$ cat src/rtl/fifo_pkg.sv
// Shared types and helpers for the parametrised FIFO.
package fifo_pkg;

    typedef enum logic [1:0] {
        FIFO_EMPTY = 2'b00,
        FIFO_PART  = 2'b10,
        FIFO_FULL  = 2'b11
    } fifo_cond_t;

    // Occupancy counter must represent 0..depth inclusive.
    function automatic int fifo_cw(input int depth);
        return $clog2(depth) + 1;
    endfunction

endpackage

$ cat src/rtl/fifo_param_if.sv
// Bus bundle between a FIFO and its producer/consumer.
interface fifo_param_if
    import fifo_pkg::*;
#(
    parameter int WIDTH = 8,
    parameter int DEPTH = 256
) ();
    localparam int CW = fifo_cw(DEPTH);

    // Handshake: write/read are one-cycle requests sampled on the rising edge.
    // A write is taken only while full is low, a read only while empty is low,
    // and neither while flush is high. A taken read returns dout with
    // read_stb high for exactly one cycle after the edge that accepted it.
    logic [WIDTH-1:0] din;
    logic             write;
    logic             read;
    logic             flush;
    logic             clr_err;
    logic [WIDTH-1:0] dout;
    logic             read_stb;
    logic [1:0]       condition;
    logic             full;
    logic             empty;
    logic             almost_full;
    logic             almost_empty;
    logic [CW-1:0]    count;
    logic             overflow;
    logic             underflow;

    modport master (
        output din, write, read, flush, clr_err,
        input  dout, read_stb, condition, full, empty,
        input  almost_full, almost_empty, count, overflow, underflow
    );

    modport slave (
        input  din, write, read, flush, clr_err,
        output dout, read_stb, condition, full, empty,
        output almost_full, almost_empty, count, overflow, underflow
    );

endinterface

$ cat src/rtl/fifo_mem.sv
// Simple dual-port storage with a registered read port.
module fifo_mem #(
    parameter int WIDTH = 8,
    parameter int DEPTH = 256,
    parameter int AW    = $clog2(DEPTH)
) (
    input  logic             clk,
    input  logic             rst,
    input  logic             we,
    input  logic [AW-1:0]    waddr,
    input  logic [WIDTH-1:0] wdata,
    input  logic             re,
    input  logic [AW-1:0]    raddr,
    output logic [WIDTH-1:0] rdata
);

    logic [WIDTH-1:0] mem [DEPTH];

    always_ff @(posedge clk) begin
        if (we) begin
            mem[waddr] <= wdata;
        end
    end

    // Only the output register is reset; the array contents are don't-care.
    always_ff @(posedge clk or posedge rst) begin
        if (rst) begin
            rdata <= '0;
        end else if (re) begin
            rdata <= mem[raddr];
        end
    end

endmodule

$ cat src/rtl/fifo_param.sv
// Parametrised synchronous FIFO: pointers, occupancy, status and error flags.
module fifo_param
    import fifo_pkg::*;
#(
    parameter int WIDTH    = 8,
    parameter int DEPTH    = 256,
    parameter int AF_LEVEL = DEPTH - 2,
    parameter int AE_LEVEL = 2
) (
    input logic         clk,
    input logic         rst,
    fifo_param_if.slave bus
);

    localparam int CW = fifo_cw(DEPTH);
    localparam int AW = $clog2(DEPTH);

    logic [AW-1:0]    head;
    logic [AW-1:0]    tail;
    logic [CW-1:0]    count;
    logic             read_stb;
    logic             overflow;
    logic             underflow;
    logic             full;
    logic             empty;
    logic             wr_ok;
    logic             rd_ok;
    logic [WIDTH-1:0] dout;
    fifo_cond_t       cond;

    assign full  = (count == CW'(DEPTH));
    assign empty = (count == '0);

    // Acceptance uses the pre-edge count, so a full FIFO rejects a
    // simultaneous write and an empty FIFO never reads through.
    assign wr_ok = bus.write & ~full  & ~bus.flush;
    assign rd_ok = bus.read  & ~empty & ~bus.flush;

    always_ff @(posedge clk or posedge rst) begin
        if (rst) begin
            head     <= '0;
            tail     <= '0;
            count    <= '0;
            read_stb <= 1'b0;
        end else if (bus.flush) begin
            head     <= '0;
            tail     <= '0;
            count    <= '0;
            read_stb <= 1'b0;
        end else begin
            if (wr_ok) begin
                head <= head + 1'b1;
            end
            if (rd_ok) begin
                tail <= tail + 1'b1;
            end
            case ({wr_ok, rd_ok})
                2'b10:   count <= count + 1'b1;
                2'b01:   count <= count - 1'b1;
                default: count <= count;
            endcase
            read_stb <= rd_ok;
        end
    end

    // A new error event in the same cycle takes priority over clr_err.
    always_ff @(posedge clk or posedge rst) begin
        if (rst) begin
            overflow  <= 1'b0;
            underflow <= 1'b0;
        end else begin
            if (bus.write & full & ~bus.flush) begin
                overflow <= 1'b1;
            end else if (bus.clr_err) begin
                overflow <= 1'b0;
            end
            if (bus.read & empty & ~bus.flush) begin
                underflow <= 1'b1;
            end else if (bus.clr_err) begin
                underflow <= 1'b0;
            end
        end
    end

    fifo_mem #(
        .WIDTH (WIDTH),
        .DEPTH (DEPTH),
        .AW    (AW)
    ) u_mem (
        .clk   (clk),
        .rst   (rst),
        .we    (wr_ok),
        .waddr (head),
        .wdata (bus.din),
        .re    (rd_ok),
        .raddr (tail),
        .rdata (dout)
    );

    always_comb begin
        cond = FIFO_PART;
        if (empty) begin
            cond = FIFO_EMPTY;
        end else if (full) begin
            cond = FIFO_FULL;
        end
    end

    assign bus.dout         = dout;
    assign bus.read_stb     = read_stb;
    assign bus.condition    = cond;
    assign bus.full         = full;
    assign bus.empty        = empty;
    assign bus.almost_full  = (count >= CW'(AF_LEVEL));
    assign bus.almost_empty = (count <= CW'(AE_LEVEL));
    assign bus.count        = count;
    assign bus.overflow     = overflow;
    assign bus.underflow    = underflow;

endmodule

$ cat src/flat_wrapper.sv
// flat-port wrapper written by rule: the top's interface ports become plain ports
module fifo_param_flat import fifo_pkg::*;
#(
    parameter int WIDTH    = 8,
    parameter int DEPTH    = 256,
    parameter int AF_LEVEL = DEPTH - 2,
    parameter int AE_LEVEL = 2
)
  (clk, rst, bus_din, bus_write, bus_read, bus_flush, bus_clr_err, bus_dout, bus_read_stb, bus_condition, bus_full, bus_empty, bus_almost_full, bus_almost_empty, bus_count, bus_overflow, bus_underflow);
  fifo_param_if #(.WIDTH(WIDTH), .DEPTH(DEPTH)) bus_i ();
  input logic clk;
  input logic rst;
  input wire logic [$bits(bus_i.din)-1:0] bus_din;
  input wire logic [$bits(bus_i.write)-1:0] bus_write;
  input wire logic [$bits(bus_i.read)-1:0] bus_read;
  input wire logic [$bits(bus_i.flush)-1:0] bus_flush;
  input wire logic [$bits(bus_i.clr_err)-1:0] bus_clr_err;
  output wire logic [$bits(bus_i.dout)-1:0] bus_dout;
  output wire logic [$bits(bus_i.read_stb)-1:0] bus_read_stb;
  output wire logic [$bits(bus_i.condition)-1:0] bus_condition;
  output wire logic [$bits(bus_i.full)-1:0] bus_full;
  output wire logic [$bits(bus_i.empty)-1:0] bus_empty;
  output wire logic [$bits(bus_i.almost_full)-1:0] bus_almost_full;
  output wire logic [$bits(bus_i.almost_empty)-1:0] bus_almost_empty;
  output wire logic [$bits(bus_i.count)-1:0] bus_count;
  output wire logic [$bits(bus_i.overflow)-1:0] bus_overflow;
  output wire logic [$bits(bus_i.underflow)-1:0] bus_underflow;
  assign bus_i.din = bus_din;
  assign bus_i.write = bus_write;
  assign bus_i.read = bus_read;
  assign bus_i.flush = bus_flush;
  assign bus_i.clr_err = bus_clr_err;
  assign bus_dout = bus_i.dout;
  assign bus_read_stb = bus_i.read_stb;
  assign bus_condition = bus_i.condition;
  assign bus_full = bus_i.full;
  assign bus_empty = bus_i.empty;
  assign bus_almost_full = bus_i.almost_full;
  assign bus_almost_empty = bus_i.almost_empty;
  assign bus_count = bus_i.count;
  assign bus_overflow = bus_i.overflow;
  assign bus_underflow = bus_i.underflow;
  fifo_param #(.WIDTH(WIDTH), .DEPTH(DEPTH), .AF_LEVEL(AF_LEVEL), .AE_LEVEL(AE_LEVEL)) u_core (.clk(clk), .rst(rst), .bus(bus_i));
endmodule
$ cat config.mk
export PLATFORM = sky130hd
export DESIGN_NAME = fifo_param_flat
export DESIGN_NICKNAME = d
export VERILOG_FILES = /design/src/rtl/fifo_pkg.sv /design/src/rtl/fifo_param_if.sv /design/src/rtl/fifo_mem.sv /design/src/rtl/fifo_param.sv /design/src/flat_wrapper.sv
export SDC_FILE = /design/constraint.sdc
export NUM_CORES = 2
export LEC_CHECK = 0
export CAP_MARGIN = 20
export CORE_ASPECT_RATIO = 1.25
export CORE_MARGIN = 4
export CORE_UTILIZATION = 30
export DETAILED_ROUTE_END_ITERATION = 16
export SLEW_MARGIN = 20
export SYNTH_ARGS = -nofsm -noshare
export SYNTH_HDL_FRONTEND = slang
export SYNTH_HIERARCHICAL = 1
export SYNTH_SLANG_ARGS = --single-unit
$ cat constraint.sdc
create_clock -name clk -period 4.35 [get_ports clk]
set_input_delay 0.6525 -clock clk [delete_from_list [all_inputs] [get_ports clk]]
set_output_delay 0.6525 -clock clk [all_outputs]
set_load 0.01 [all_outputs]
==> impl_metrics.csv <==
group,metric,value,unit
timing,tns,0,ns
route,wl_per_cell,27.70,µm
place,dp.cells,7726,
final_layout,fin_nets,4383,
global_route,grt_pass1_wl,319200,µm
timing,hold_violations,0,
final_layout,fin_cells,8075,
pwr,power_density,520.7,nW/µm²
clock_tree,clock-root-buffer,"clkbuf_16",
worst_setup_path,cp_top_family,"simple AND/OR/NAND/NOR gates",
clock_tree,cts.sinks,2084,
route,initialDrtViolationCount,4416,
timing,timing.slew.headroom,22.81,%
final_layout,regArea,62410,µm²
final_layout,fin_area,93900,µm²
place,dp_hpwl,145000,µm
worst_setup_path,cp-endpoint,"u_core/u_mem/mem[172][5]",
pwr,leakage,28.51,nW
global_route,grt_max_degree,113,
job,max-cap-violations,0,
timing,tightest_slew,1.155,ns
timing,skew,0.04236,ns
worst_setup_path,critical_path.max_stage_delay,0.86,ns
yosys,synth.avg_cell_area,19.94,µm²
die,dieArea,281600,µm²
clock_tree,cts_tree,"done",
yosys,yosysUniqueCellTypes,70,
worst_setup_path,r2r_cells,7,
yosys,synth_cells,4110,
yosys,syn_nets,4134,
clock_tree,cts_buffers,194,
worst_setup_path,critPathBufInv,1,
timing,drv_slew,0,
worst_setup_path,r2r_slack,0.44,ns
clock_tree,cts_buffer_depth,4,
final_layout,drive_gt1_share,20.32,%
route,ant_nets,0,
die,die_height,592.3,µm
clock_tree,h-tree-depth,4,
pwr,power.total,48.89,mW
timing,fin_crit_sh,89.77,%
die,num_io_pins,40,
clock_tree,cts_hold_buf,0,
yosys,synth_top_flop_cell,"edfxtp_1",
place,place_ws,0.1800,ns
clock_tree,post-cts-setup-buffers,0,
place,placed_cell_area,87590,µm²
worst_setup_path,worstPathRequired,4.79,ns
yosys,syn_area,81950,µm²
timing,min_period,3.905,ns
die,core_area,271800,µm²
yosys,synth_edf_count,2048,
worst_setup_path,cp_slowest_cell,"nor2_1",
global_route,grt.total_usage,15.54,%
worst_setup_path,startpoint_type,"flop",
worst_setup_path,crit_start,"u_core/bus.count[0]",
timing,fmax,256.1,MHz
worst_setup_path,r2r_end,"u_core/u_mem/mem[172][5]",
pwr,irDropWorstVdd,0.0003202,V
timing,worst_slack,0.4449,ns
route,drc,0,
timing,hold_ws,0.2949,ns
worst_setup_path,critical_path_peak_fanout,16,
clock_tree,clock_latency,0.83,ns
die,dieWidth,475.5,µm
route,wirelength,223700,µm
place,portBuffers,39,
clock_tree,clk_pin_slew,0.06,ns
worst_setup_path,cp.arrival,4.35,ns
final_layout,finish.utilization,34.55,%
outcome,status,"complete, no violations",
worst_setup_path,cp_common_cell,"nor2_1",
route,via_per_inst,5.218,
final_layout,multi_input_comb_area,17810,µm²
yosys,async_flop_share,1.727,%
route,first_pass_iters,5,
final_layout,num-fill-cells,25094,
worst_setup_path,end_kind,"flop",
timing,rsz0062_at_grt,"no",
global_route,grt_pass1_vias,43282,
global_route,grt-ovfl-total,0,
clock_tree,ctsResizeCount,0,
final_layout,area_growth,14.58,%
worst_setup_path,worstPathCellList,"nor4_2 > nand3_2 > nand2_1 > nor2_1 > buf_4 > nand3_1 > nor2_1",
global_route,antenna_found_initial,5,
worst_setup_path,cp_num_cells,7,
route,dr_total_vias,42139,
timing,setup_viol,0,
yosys,yosys_warnings,6,
die,initial_core_util,30.15,%
worst_setup_path,path_class,"reg2reg",
place,place.gp.congestion,0.8750,
min_path,min_path_type,"in2async",
die,rows,214,
yosys,yosysSeqAreaShare,76.15,%
worst_setup_path,rr_startpoint,"u_core/bus.count[0]",
yosys,synth-seq-cells,2084,
## where the power goes
group	switching (mW)	total, mW	leakage [nW]	internal, mW
clock	7.24	17.0	3.06	9.77
combinational	5.05	9.47	6.58	4.42
sequential	0.272	22.4	18.9	22.1
total	12.6	48.9	28.5	36.3
## worst min path at each step
| stage | startpoint | slack (ns) | cells after the start | endpoint |
|---|---|---|---|---|
| 6_report | rst | 0.29 | 2 | u_core/u_mem/rdata[5] |
| 2_1_floorplan | rst | 0.47 | 1 | u_core/u_mem/rdata[0] |
| 3_3_place_gp | u_core/bus.underflow | 0.53 | 2 | u_core/bus.underflow |
| 5_1_grt | rst | 0.28 | 2 | u_core/u_mem/rdata[5] |
| 4_1_cts | rst | 0.24 | 2 | u_core/u_mem/rdata[5] |
| 3_5_place_dp | u_core/bus.underflow | 0.52 | 2 | u_core/bus.underflow |
## flip-flops by register name (all words and copies together), names as in the netlist
name and count:
u_core/bus.underflow 1, u_core/tail 8, u_core/bus.count 9, u_core/head 8
u_core/bus.read_stb 1, u_core/bus.overflow 1, u_core/u_mem/rdata 8, u_core/u_mem/mem 2048
## synth_stat cells (all sizes together), types with 53 or more instances
library cell  number  area, µm²
nand2            104      390.4
a22oi             79      593.1
a21oi             59      306.5
edfxtp          2048      61500
mux4             375       8554
nor2             306       1149
a211oi            60      455.4
clkbuf           108      409.2
o22ai            117      732.0
mux2i            300       3003
nand3             53      275.3
buf              139       1310
## per-layer routing
metal  vias to the layer above  global-route usage, %  part of all wire, %
li1                      17502                      -                    -
met1                     22466                  19.01                   38
met2                      1735                  27.08                   51
met3                       432                  2.324                  6.3
met4                         4                  7.205                  5.3
met5                         -                      0                0.014
## cells by family (layout without fill, tap and decap cells)
group | count (synthesis) | count (layout) | synth area share (%)
DFF | 2084 | 2084 | 76.15
muxes | 684 | 684 | 14.26
xor gates and xnor gates | 13 | 13 | 0.1389
buffers and inverters | 262 | 659 | 2.167
other | 0 | 4 | 0
and+or+nand+nor | 583 | 583 | 3.132
AOI/OAI and AO/OA | 474 | 474 | 3.990
adders and majority gates | 10 | 10 | 0.1619
## final cells by class
cell class,count,share of cell area (%)
Antenna cell,4,0.01066
Clock buffer,241,5.435
Clock inverter,103,1.253
Inverter,15,0.06263
Multi-Input combinational cell,1764,18.97
Sequential cell,2084,66.47
Tap cell,3564,4.749
Timing Repair Buffer,300,3.046
## cells in the final DEF (no fill, tap or decap), types with 6 or more instances in the layout
| master | n |
|---|---|
| mux4_1 | 29 |
| o22ai_1 | 117 |
| or3_1 | 11 |
| clkinv_1 | 35 |
| buf_12 | 38 |
| buf_4 | 222 |
| a31oi_1 | 13 |
| a21oi_1 | 58 |
| dfrtp_1 | 32 |
| bufinv_16 | 24 |
| clkinv_2 | 26 |
| edfxtp_1 | 2048 |
| nor3_1 | 31 |
| nor2b_1 | 11 |
| clkinvlp_4 | 6 |
| a22oi_1 | 79 |
| clkbuf_1 | 42 |
| nand2b_1 | 6 |
| nand3_1 | 51 |
| mux4_2 | 346 |
| mux2_4 | 8 |
| nand4_1 | 23 |
| clkbuf_8 | 11 |
| xnor2_1 | 8 |
| nor2_1 | 304 |
| nand2_1 | 102 |
| a211o_1 | 7 |
| clkdlybuf4s50_1 | 31 |
| clkbuf_16 | 196 |
| a2111oi_0 | 9 |
| o221ai_1 | 49 |
| mux2i_1 | 300 |
| o21ai_0 | 44 |
| ha_1 | 9 |
| nor4_1 | 10 |
| a211oi_1 | 59 |
| inv_1 | 12 |
(Power assumes the default switching activity.)
